[src/rtl/evcap_pkg.sv]
// Shared types and constants for the event capture sequencer.
// EVCAP_TIMESTAMP_EN selects the 5-word record with a 32-bit timestamp.
package evcap_pkg;

    typedef enum logic [1:0] {
        IDLE   = 2'd0,
        DELAY  = 2'd1,
        WRITE  = 2'd2,
        COMMIT = 2'd3
    } evcap_state_t;

    localparam logic [2:0] WORD_EVENT_INDEX = 3'd0;
    localparam logic [2:0] WORD_TOT_SHORT   = 3'd1;
    localparam logic [2:0] WORD_TOT_LONG    = 3'd2;
    localparam logic [2:0] WORD_TS_HI       = 3'd3;
    localparam logic [2:0] WORD_TS_LO       = 3'd4;

`ifdef EVCAP_TIMESTAMP_EN
    localparam int REC_WORDS = 5;
`else
    localparam int REC_WORDS = 3;
`endif

    localparam logic [2:0] LAST_WORD = 3'(REC_WORDS - 1);

endpackage

[src/rtl/event_capture_sequencer_if.sv]
// Trigger/TOT inputs, control and word-wise readout bus of the event capture sequencer.
// The master side drives triggers and read requests; the slave side is the sequencer.
interface event_capture_sequencer_if #(
    parameter int DEPTH  = 256,
    parameter int DROP_W = 16
);
    localparam int LW = $clog2(DEPTH) + 1;

    logic              TRIGGER_ACTIVE;
    logic [15:0]       TOT_SHORT;
    logic [15:0]       TOT_LONG;
    logic              SOFT_RESET;
    logic              RD_REQ;
    logic [15:0]       RD_DATA;
    logic              RD_VALID;
    logic              RD_EMPTY;
    logic [LW-1:0]     FILL_LEVEL;
    logic [DROP_W-1:0] DROP_COUNT;
    logic              BUSY;

    modport master (
        output TRIGGER_ACTIVE, TOT_SHORT, TOT_LONG, SOFT_RESET, RD_REQ,
        input  RD_DATA, RD_VALID, RD_EMPTY, FILL_LEVEL, DROP_COUNT, BUSY
    );

    modport slave (
        input  TRIGGER_ACTIVE, TOT_SHORT, TOT_LONG, SOFT_RESET, RD_REQ,
        output RD_DATA, RD_VALID, RD_EMPTY, FILL_LEVEL, DROP_COUNT, BUSY
    );
endinterface

[src/rtl/evcap_ram.sv]
// Simple dual-port 16-bit x DEPTH RAM with one-cycle registered read.
// Contents are never reset so it maps onto embedded block RAM.
module evcap_ram #(
    parameter int DEPTH = 256,
    parameter int WIDTH = 16
) (
    input  logic                     clk,
    input  logic                     wr_en,
    input  logic [$clog2(DEPTH)-1:0] wr_addr,
    input  logic [WIDTH-1:0]         wr_data,
    input  logic                     rd_en,
    input  logic [$clog2(DEPTH)-1:0] rd_addr,
    output logic [WIDTH-1:0]         rd_data
);
    logic [WIDTH-1:0] mem [DEPTH];
    logic [WIDTH-1:0] rd_data_reg;

    always_ff @(posedge clk) begin
        if (wr_en) begin
            mem[wr_addr] <= wr_data;
        end
        if (rd_en) begin
            rd_data_reg <= mem[rd_addr];
        end
    end

    assign rd_data = rd_data_reg;
endmodule

[src/rtl/event_capture_sequencer.sv]
// Captures TOT_SHORT/TOT_LONG into fixed-length records on each trigger rising edge and
// exposes only fully committed records for word readout. EVCAP_TIMESTAMP_EN adds a timestamp.
module event_capture_sequencer
    import evcap_pkg::*;
#(
    parameter int DEPTH         = 256,
    parameter int CAPTURE_DELAY = 4,
    parameter int DROP_W        = 16
) (
    input  logic                       CLK,
    input  logic                       RESET,
    event_capture_sequencer_if.slave   bus
);
    localparam int AW = $clog2(DEPTH);
    localparam int PW = AW + 1;
    localparam logic [PW-1:0] ACCEPT_MAX = PW'(DEPTH - REC_WORDS);
    localparam logic [7:0]    DELAY_LAST = (CAPTURE_DELAY == 0) ? 8'd0 : 8'(CAPTURE_DELAY - 1);

    evcap_state_t      state_reg, state_next;
    logic              trig_q_reg;
    logic [PW-1:0]     wr_ptr_reg, wr_ptr_next;
    logic [PW-1:0]     wr_commit_reg, wr_commit_next;
    logic [PW-1:0]     rd_ptr_reg;
    logic [7:0]        delay_cnt_reg, delay_cnt_next;
    logic [2:0]        word_idx_reg, word_idx_next;
    logic [15:0]       event_index_reg, event_index_next;
    logic [DROP_W-1:0] drop_count_reg;
    logic              rd_valid_reg;
    logic [15:0]       tot_short_reg, tot_long_reg;

    logic          clear;
    logic          trig_edge;
    logic [PW-1:0] fill;
    logic          has_room;
    logic          rd_empty;
    logic          pop;
    logic          capture;
    logic          drop;
    logic          ram_we;
    logic [15:0]   ram_wdata;
    logic [15:0]   ram_rdata;

`ifdef EVCAP_TIMESTAMP_EN
    logic [31:0] ts_reg;
    logic [31:0] ts_latch_reg;
`endif

    assign clear     = !RESET || bus.SOFT_RESET;
    assign trig_edge = bus.TRIGGER_ACTIVE && !trig_q_reg;
    // Occupancy counts committed words only, so a partial record never reserves or exposes space.
    assign fill      = wr_commit_reg - rd_ptr_reg;
    assign has_room  = (fill <= ACCEPT_MAX);
    assign rd_empty  = (fill == '0);
    assign pop       = bus.RD_REQ && !rd_empty;
    assign drop      = trig_edge && ((state_reg != IDLE) || !has_room);

    always_comb begin
        state_next       = state_reg;
        wr_ptr_next      = wr_ptr_reg;
        wr_commit_next   = wr_commit_reg;
        delay_cnt_next   = delay_cnt_reg;
        word_idx_next    = word_idx_reg;
        event_index_next = event_index_reg;
        capture          = 1'b0;
        ram_we           = 1'b0;
        case (state_reg)
            IDLE: begin
                if (trig_edge && has_room) begin
                    delay_cnt_next = 8'd0;
                    word_idx_next  = 3'd0;
                    if (CAPTURE_DELAY == 0) begin
                        capture    = 1'b1;
                        state_next = WRITE;
                    end else begin
                        state_next = DELAY;
                    end
                end
            end
            DELAY: begin
                if (delay_cnt_reg == DELAY_LAST) begin
                    capture    = 1'b1;
                    state_next = WRITE;
                end else begin
                    delay_cnt_next = delay_cnt_reg + 8'd1;
                end
            end
            WRITE: begin
                ram_we        = 1'b1;
                wr_ptr_next   = wr_ptr_reg + PW'(1);
                word_idx_next = word_idx_reg + 3'd1;
                if (word_idx_reg == LAST_WORD) begin
                    state_next = COMMIT;
                end
            end
            COMMIT: begin
                wr_commit_next   = wr_ptr_reg;
                event_index_next = event_index_reg + 16'd1;
                state_next       = IDLE;
            end
            default: state_next = IDLE;
        endcase
    end

    always_comb begin
        ram_wdata = event_index_reg;
        case (word_idx_reg)
            WORD_TOT_SHORT: ram_wdata = tot_short_reg;
            WORD_TOT_LONG:  ram_wdata = tot_long_reg;
`ifdef EVCAP_TIMESTAMP_EN
            WORD_TS_HI:     ram_wdata = ts_latch_reg[31:16];
            WORD_TS_LO:     ram_wdata = ts_latch_reg[15:0];
`endif
            default:        ram_wdata = event_index_reg;
        endcase
    end

    always_ff @(posedge CLK) begin
        if (clear) begin
            state_reg       <= IDLE;
            trig_q_reg      <= 1'b0;
            wr_ptr_reg      <= '0;
            wr_commit_reg   <= '0;
            rd_ptr_reg      <= '0;
            delay_cnt_reg   <= 8'd0;
            word_idx_reg    <= 3'd0;
            event_index_reg <= 16'd0;
            drop_count_reg  <= '0;
            rd_valid_reg    <= 1'b0;
        end else begin
            state_reg       <= state_next;
            trig_q_reg      <= bus.TRIGGER_ACTIVE;
            wr_ptr_reg      <= wr_ptr_next;
            wr_commit_reg   <= wr_commit_next;
            delay_cnt_reg   <= delay_cnt_next;
            word_idx_reg    <= word_idx_next;
            event_index_reg <= event_index_next;
            rd_valid_reg    <= pop;
            if (pop) begin
                rd_ptr_reg <= rd_ptr_reg + PW'(1);
            end
            if (drop && (drop_count_reg != {DROP_W{1'b1}})) begin
                drop_count_reg <= drop_count_reg + DROP_W'(1);
            end
        end
    end

    // Sampled TOT values need no reset: they are only read after a capture.
    always_ff @(posedge CLK) begin
        if (capture) begin
            tot_short_reg <= bus.TOT_SHORT;
            tot_long_reg  <= bus.TOT_LONG;
        end
    end

`ifdef EVCAP_TIMESTAMP_EN
    always_ff @(posedge CLK) begin
        if (clear) begin
            ts_reg <= 32'd0;
        end else begin
            ts_reg <= ts_reg + 32'd1;
        end
        if (capture) begin
            ts_latch_reg <= ts_reg;
        end
    end
`endif

    evcap_ram #(
        .DEPTH (DEPTH),
        .WIDTH (16)
    ) u_ram (
        .clk     (CLK),
        .wr_en   (ram_we && !clear),
        .wr_addr (wr_ptr_reg[AW-1:0]),
        .wr_data (ram_wdata),
        .rd_en   (pop),
        .rd_addr (rd_ptr_reg[AW-1:0]),
        .rd_data (ram_rdata)
    );

    assign bus.RD_DATA    = rd_valid_reg ? ram_rdata : 16'd0;
    assign bus.RD_VALID   = rd_valid_reg;
    assign bus.RD_EMPTY   = rd_empty;
    assign bus.FILL_LEVEL = fill;
    assign bus.DROP_COUNT = drop_count_reg;
    assign bus.BUSY       = (state_reg != IDLE);
endmodule

[src/flat_wrapper.sv]
// flat-port wrapper written by rule: the top's interface ports become plain ports
module event_capture_sequencer_flat import evcap_pkg::*;
#(
    parameter int DEPTH         = 256,
    parameter int CAPTURE_DELAY = 4,
    parameter int DROP_W        = 16
)
  (CLK, RESET, bus_TRIGGER_ACTIVE, bus_TOT_SHORT, bus_TOT_LONG, bus_SOFT_RESET, bus_RD_REQ, bus_RD_DATA, bus_RD_VALID, bus_RD_EMPTY, bus_FILL_LEVEL, bus_DROP_COUNT, bus_BUSY);
  event_capture_sequencer_if #(.DEPTH(DEPTH), .DROP_W(DROP_W)) bus_i ();
  input  logic CLK;
  input  logic RESET;
  input wire logic [$bits(bus_i.TRIGGER_ACTIVE)-1:0] bus_TRIGGER_ACTIVE;
  input wire logic [$bits(bus_i.TOT_SHORT)-1:0] bus_TOT_SHORT;
  input wire logic [$bits(bus_i.TOT_LONG)-1:0] bus_TOT_LONG;
  input wire logic [$bits(bus_i.SOFT_RESET)-1:0] bus_SOFT_RESET;
  input wire logic [$bits(bus_i.RD_REQ)-1:0] bus_RD_REQ;
  output wire logic [$bits(bus_i.RD_DATA)-1:0] bus_RD_DATA;
  output wire logic [$bits(bus_i.RD_VALID)-1:0] bus_RD_VALID;
  output wire logic [$bits(bus_i.RD_EMPTY)-1:0] bus_RD_EMPTY;
  output wire logic [$bits(bus_i.FILL_LEVEL)-1:0] bus_FILL_LEVEL;
  output wire logic [$bits(bus_i.DROP_COUNT)-1:0] bus_DROP_COUNT;
  output wire logic [$bits(bus_i.BUSY)-1:0] bus_BUSY;
  assign bus_i.TRIGGER_ACTIVE = bus_TRIGGER_ACTIVE;
  assign bus_i.TOT_SHORT = bus_TOT_SHORT;
  assign bus_i.TOT_LONG = bus_TOT_LONG;
  assign bus_i.SOFT_RESET = bus_SOFT_RESET;
  assign bus_i.RD_REQ = bus_RD_REQ;
  assign bus_RD_DATA = bus_i.RD_DATA;
  assign bus_RD_VALID = bus_i.RD_VALID;
  assign bus_RD_EMPTY = bus_i.RD_EMPTY;
  assign bus_FILL_LEVEL = bus_i.FILL_LEVEL;
  assign bus_DROP_COUNT = bus_i.DROP_COUNT;
  assign bus_BUSY = bus_i.BUSY;
  event_capture_sequencer #(.DEPTH(DEPTH), .CAPTURE_DELAY(CAPTURE_DELAY), .DROP_W(DROP_W)) u_core (.CLK(CLK), .RESET(RESET), .bus(bus_i));
endmodule
[config.mk]
export PLATFORM = sky130hd
export DESIGN_NAME = event_capture_sequencer_flat
export DESIGN_NICKNAME = d
export VERILOG_FILES = /design/src/rtl/evcap_pkg.sv /design/src/rtl/event_capture_sequencer_if.sv /design/src/rtl/evcap_ram.sv /design/src/rtl/event_capture_sequencer.sv /design/src/flat_wrapper.sv
export SDC_FILE = /design/constraint.sdc
export NUM_CORES = 2
export LEC_CHECK = 0
export CELL_PAD_IN_SITES_DETAIL_PLACEMENT = 0
export CELL_PAD_IN_SITES_GLOBAL_PLACEMENT = 2
export CORE_UTILIZATION = 45
export CTS_CLUSTER_SIZE = 25
export DETAILED_ROUTE_END_ITERATION = 8
export PLACE_DENSITY_LB_ADDON = 0.25
export SLEW_MARGIN = 40
export SYNTH_ARGS = -nofsm -noshare
export SYNTH_HDL_FRONTEND = slang
export SYNTH_SLANG_ARGS = --single-unit
[constraint.sdc]
create_clock -name CLK -period 9.9 [get_ports CLK]
set_input_delay 1.98 -clock CLK [delete_from_list [all_inputs] [get_ports CLK]]
set_output_delay 1.98 -clock CLK [all_outputs]
set_load 0.02 [all_outputs]
==> results.md <==
* CTS max path bufs at 4
* Fin nets at 7902
* Routability cong. at 0.837
* Yosys reg bits at 4218
* Final WL at between 400000 and 500000 um
* Asr flop ratio synth at 0
* Total CTS buffers at 426
* CTS Sinks at 4218
* CP Capture Type: primary output
* Hold-fix buffers, CTS at 0
* Status: finished clean
* DR iter-0 viols at 10300
* # IOs at ~80
* Wire length of the first global-routing pass at roughly 650000 um
* Drt via density at between 6 and 7
* Clock Skews at 0.0495 ns
* Mean post-synth cell area at between 20 and 25 sq um
* Startpoint Class: register
* CP bufs+invs at 2
* Mapped Nets at around 7400
* Via count at 80700
* Yosys cell types at 82
* DP Wirelength at 276000 um
* Register name with the most flops: u_core.u_ram.mem
* Synth warn at 0
* Largest net degree at the start of global routing at about 180
* Number of global-route vias before repair at just over 80000
* Detailed-router iteration count before antenna repair at 5
* Least-Margin Pin Slew at 0.930 ns
* Setup tns final at 0 ns
* H-tree depth at 5
* Max VDD drop at 0.152 mV
* Clk_lat worst skew at 0.98 ns
* Dpl ws at 4.16 ns
* Final Cycle Share at 0.678
* Initial antenna violation count at 24
* Die Wd at 604 um
* Power Density at 204 nW/um^2
* Min Clock Period, post-route at 6.71 ns
* Post-CTS setup buffers at 0
* DIE AREA at 365000 sq um
* Max stage delay on crit path at about 0.66 ns
* Post-CTS Resized at 0
* Fin Hold WS at 0.494 ns
* Sequential area share after synthesis at 0.771
* Total track usage at 0.255
* WS Path Type: reg2out
* Hold WC Path Type: reg2reg
* Critical-path maximum fanout at 25
* Final Core Density at 0.516
* CP max stage cell: clkdlybuf4s50_1
* Final Hold Vio Count at 0
* Max Cap Violations at 0
* Initial Utilization at 0.454
* Synthesized area at approximately 160000 sq um
* Drc violations at 0
* Prevailing post-synth register cell: edfxtp_1
* Clock Pin Slew Worst Setup and Hold Paths at 0.06 ns
* Die height at a little over 600 um
* I/O Buffers at 80
* Final setup fails at 0
* Relative slew slack at 0.379
* Std cell rows at 220
* Total grt overflow at 0
* Area growth syn-to-layout at 13.8%
* CORE AREA at 360000 sq um
* Post-synth EDFFs at 4144
* WP data arrival at 4.73 ns
* Layout cell share with drive strength beyond 1 at 0.279
* CP delay by family, top: buffers and inverters
* Biggest area consumer among synthesized cells: edfxtp_1
* Critical path, cell by cell: inv_1, fa_1, xor2_1, or3_1, or4_4, nor4_1, clkdlybuf4s50_1
* Max reg flops at 4096
* Fmax at 0.149 GHz
* Top post-synthesis cells by area: edfxtp_1 76%, mux4_2 15%, mux2i_1 1.5%
* RSZ-0062 raised after global routing: no
* P_leak at 52.9 nW
* Cell total after placement at around 12000
* CP required at 7.92 ns
* Final Power at 37.9 mW
* Placed inst area at 172000 sq um
* Commonest cells post-synth: 4144 x edfxtp_1, 1080 x mux4_2, 381 x nor2_1
* Top-count cell post-synth: edfxtp_1
* Root Buffer Master: clkbuf_16
* Post-DRT Antenna Nets at 0
* Post-Layout Cell Count at approximately 13000
* CTS tree: yes
* Routed wire per std cell at 36.1 um
* PnR worst setup slack at 3.19 ns
* Cells after synthesis at between 7000 and 8000
* Post-synth top area share at 0.762
* Fin. max-slew vios at 0
* Final instance area at 186000 sq um
[power by group]
part / total, mW / internal (mW) / leakage [nW] / switching, mW
clock network: 15.9 / 9.06 / 6.66 / 6.87
registers: 19.4 / 19.3 / 35.0 / 0.0366
logic: 2.57 / 1.23 / 11.3 / 1.34
[layout make-up]
type	instances	area (sq um)
fillers	28000	174000
flip-flops and latches	4218	126000
multi-input cells	2704	35800
clock buffers	518	11100
well taps	4773	5970
repair buffers	467	4310
clock inverters	265	2580
inverters	24	108
diodes	10	25.0
[per-layer routing]
layer / vias to the layer above / global-route usage / part of all wire
li1: 32000 / - / -
met3: 642 / 0.0485 / 0.085
met1: 44200 / 0.368 / 0.41
met2: 3797 / 0.401 / 0.47
met5: - / 0 / 0.00012
met4: 8 / 0.0709 / 0.031
[worst paths after layout]
kind                                     startpoint  slack (ns)  cells past startpoint                                 end
setup / recovery  u_core.rd_ptr_reg[1]$_SDFFE_PP0P_        3.19                      7                        bus_RD_EMPTY
hold / removal    u_core.wr_ptr_reg[8]$_SDFFE_PP0P_        0.49                      2   u_core.wr_ptr_reg[8]$_SDFFE_PP0P_
setup reg to reg  u_core.rd_ptr_reg[0]$_SDFFE_PP0P_        4.19                     12  u_core.u_ram.rd_data[12]$_DFFE_PP_
hold reg to reg   u_core.wr_ptr_reg[8]$_SDFFE_PP0P_        0.49                      2   u_core.wr_ptr_reg[8]$_SDFFE_PP0P_
[cells by family after synthesis]
group	after synthesis	synth area share
muxes	1344	0.166
and+or+nand+nor	814	0.0215
buffers and inverters	442	0.0166
DFF	4218	0.771
xor gates and xnor gates	49	0.00263
AOI/OAI and AO/OA	473	0.0200
adders and majority gates	24	0.00188
[tightest hold or removal path, stage by stage, from the launching register on]
cell     delay [ns]
dfxtp_1        0.32
o21ai_0        0.07
a21oi_1        0.06
[placed cells by master, fill, tap and decap left out, types with 16 or more instances in the layout]
master,synthesis,final
xor2_1,34,33
a21oi_1,106,105
clkinv_1,1,105
clkinv_2,0,76
o21ai_0,73,69
and3_1,19,19
nor3_1,28,24
buf_6,30,29
nand4_1,19,19
nand2_2,0,19
edfxtp_1,4144,4144
o221ai_1,42,40
nor2_1,381,251
nor2_2,0,46
clkinvlp_4,0,16
mux4_2,1080,1080
buf_12,9,18
nand3_1,53,52
nand2_1,229,194
bufinv_16,0,41
clkbuf_16,0,429
clkdlybuf4s50_1,0,80
ha_1,23,23
dfxtp_1,74,67
a221oi_1,42,40
clkbuf_1,147,86
a31oi_1,17,16
inv_1,20,16
o22ai_1,39,38
mux2i_1,249,248
and2_1,26,25
nor2_4,0,84
a22oi_1,50,50
buf_4,51,322
(Power assumes the default switching activity.)
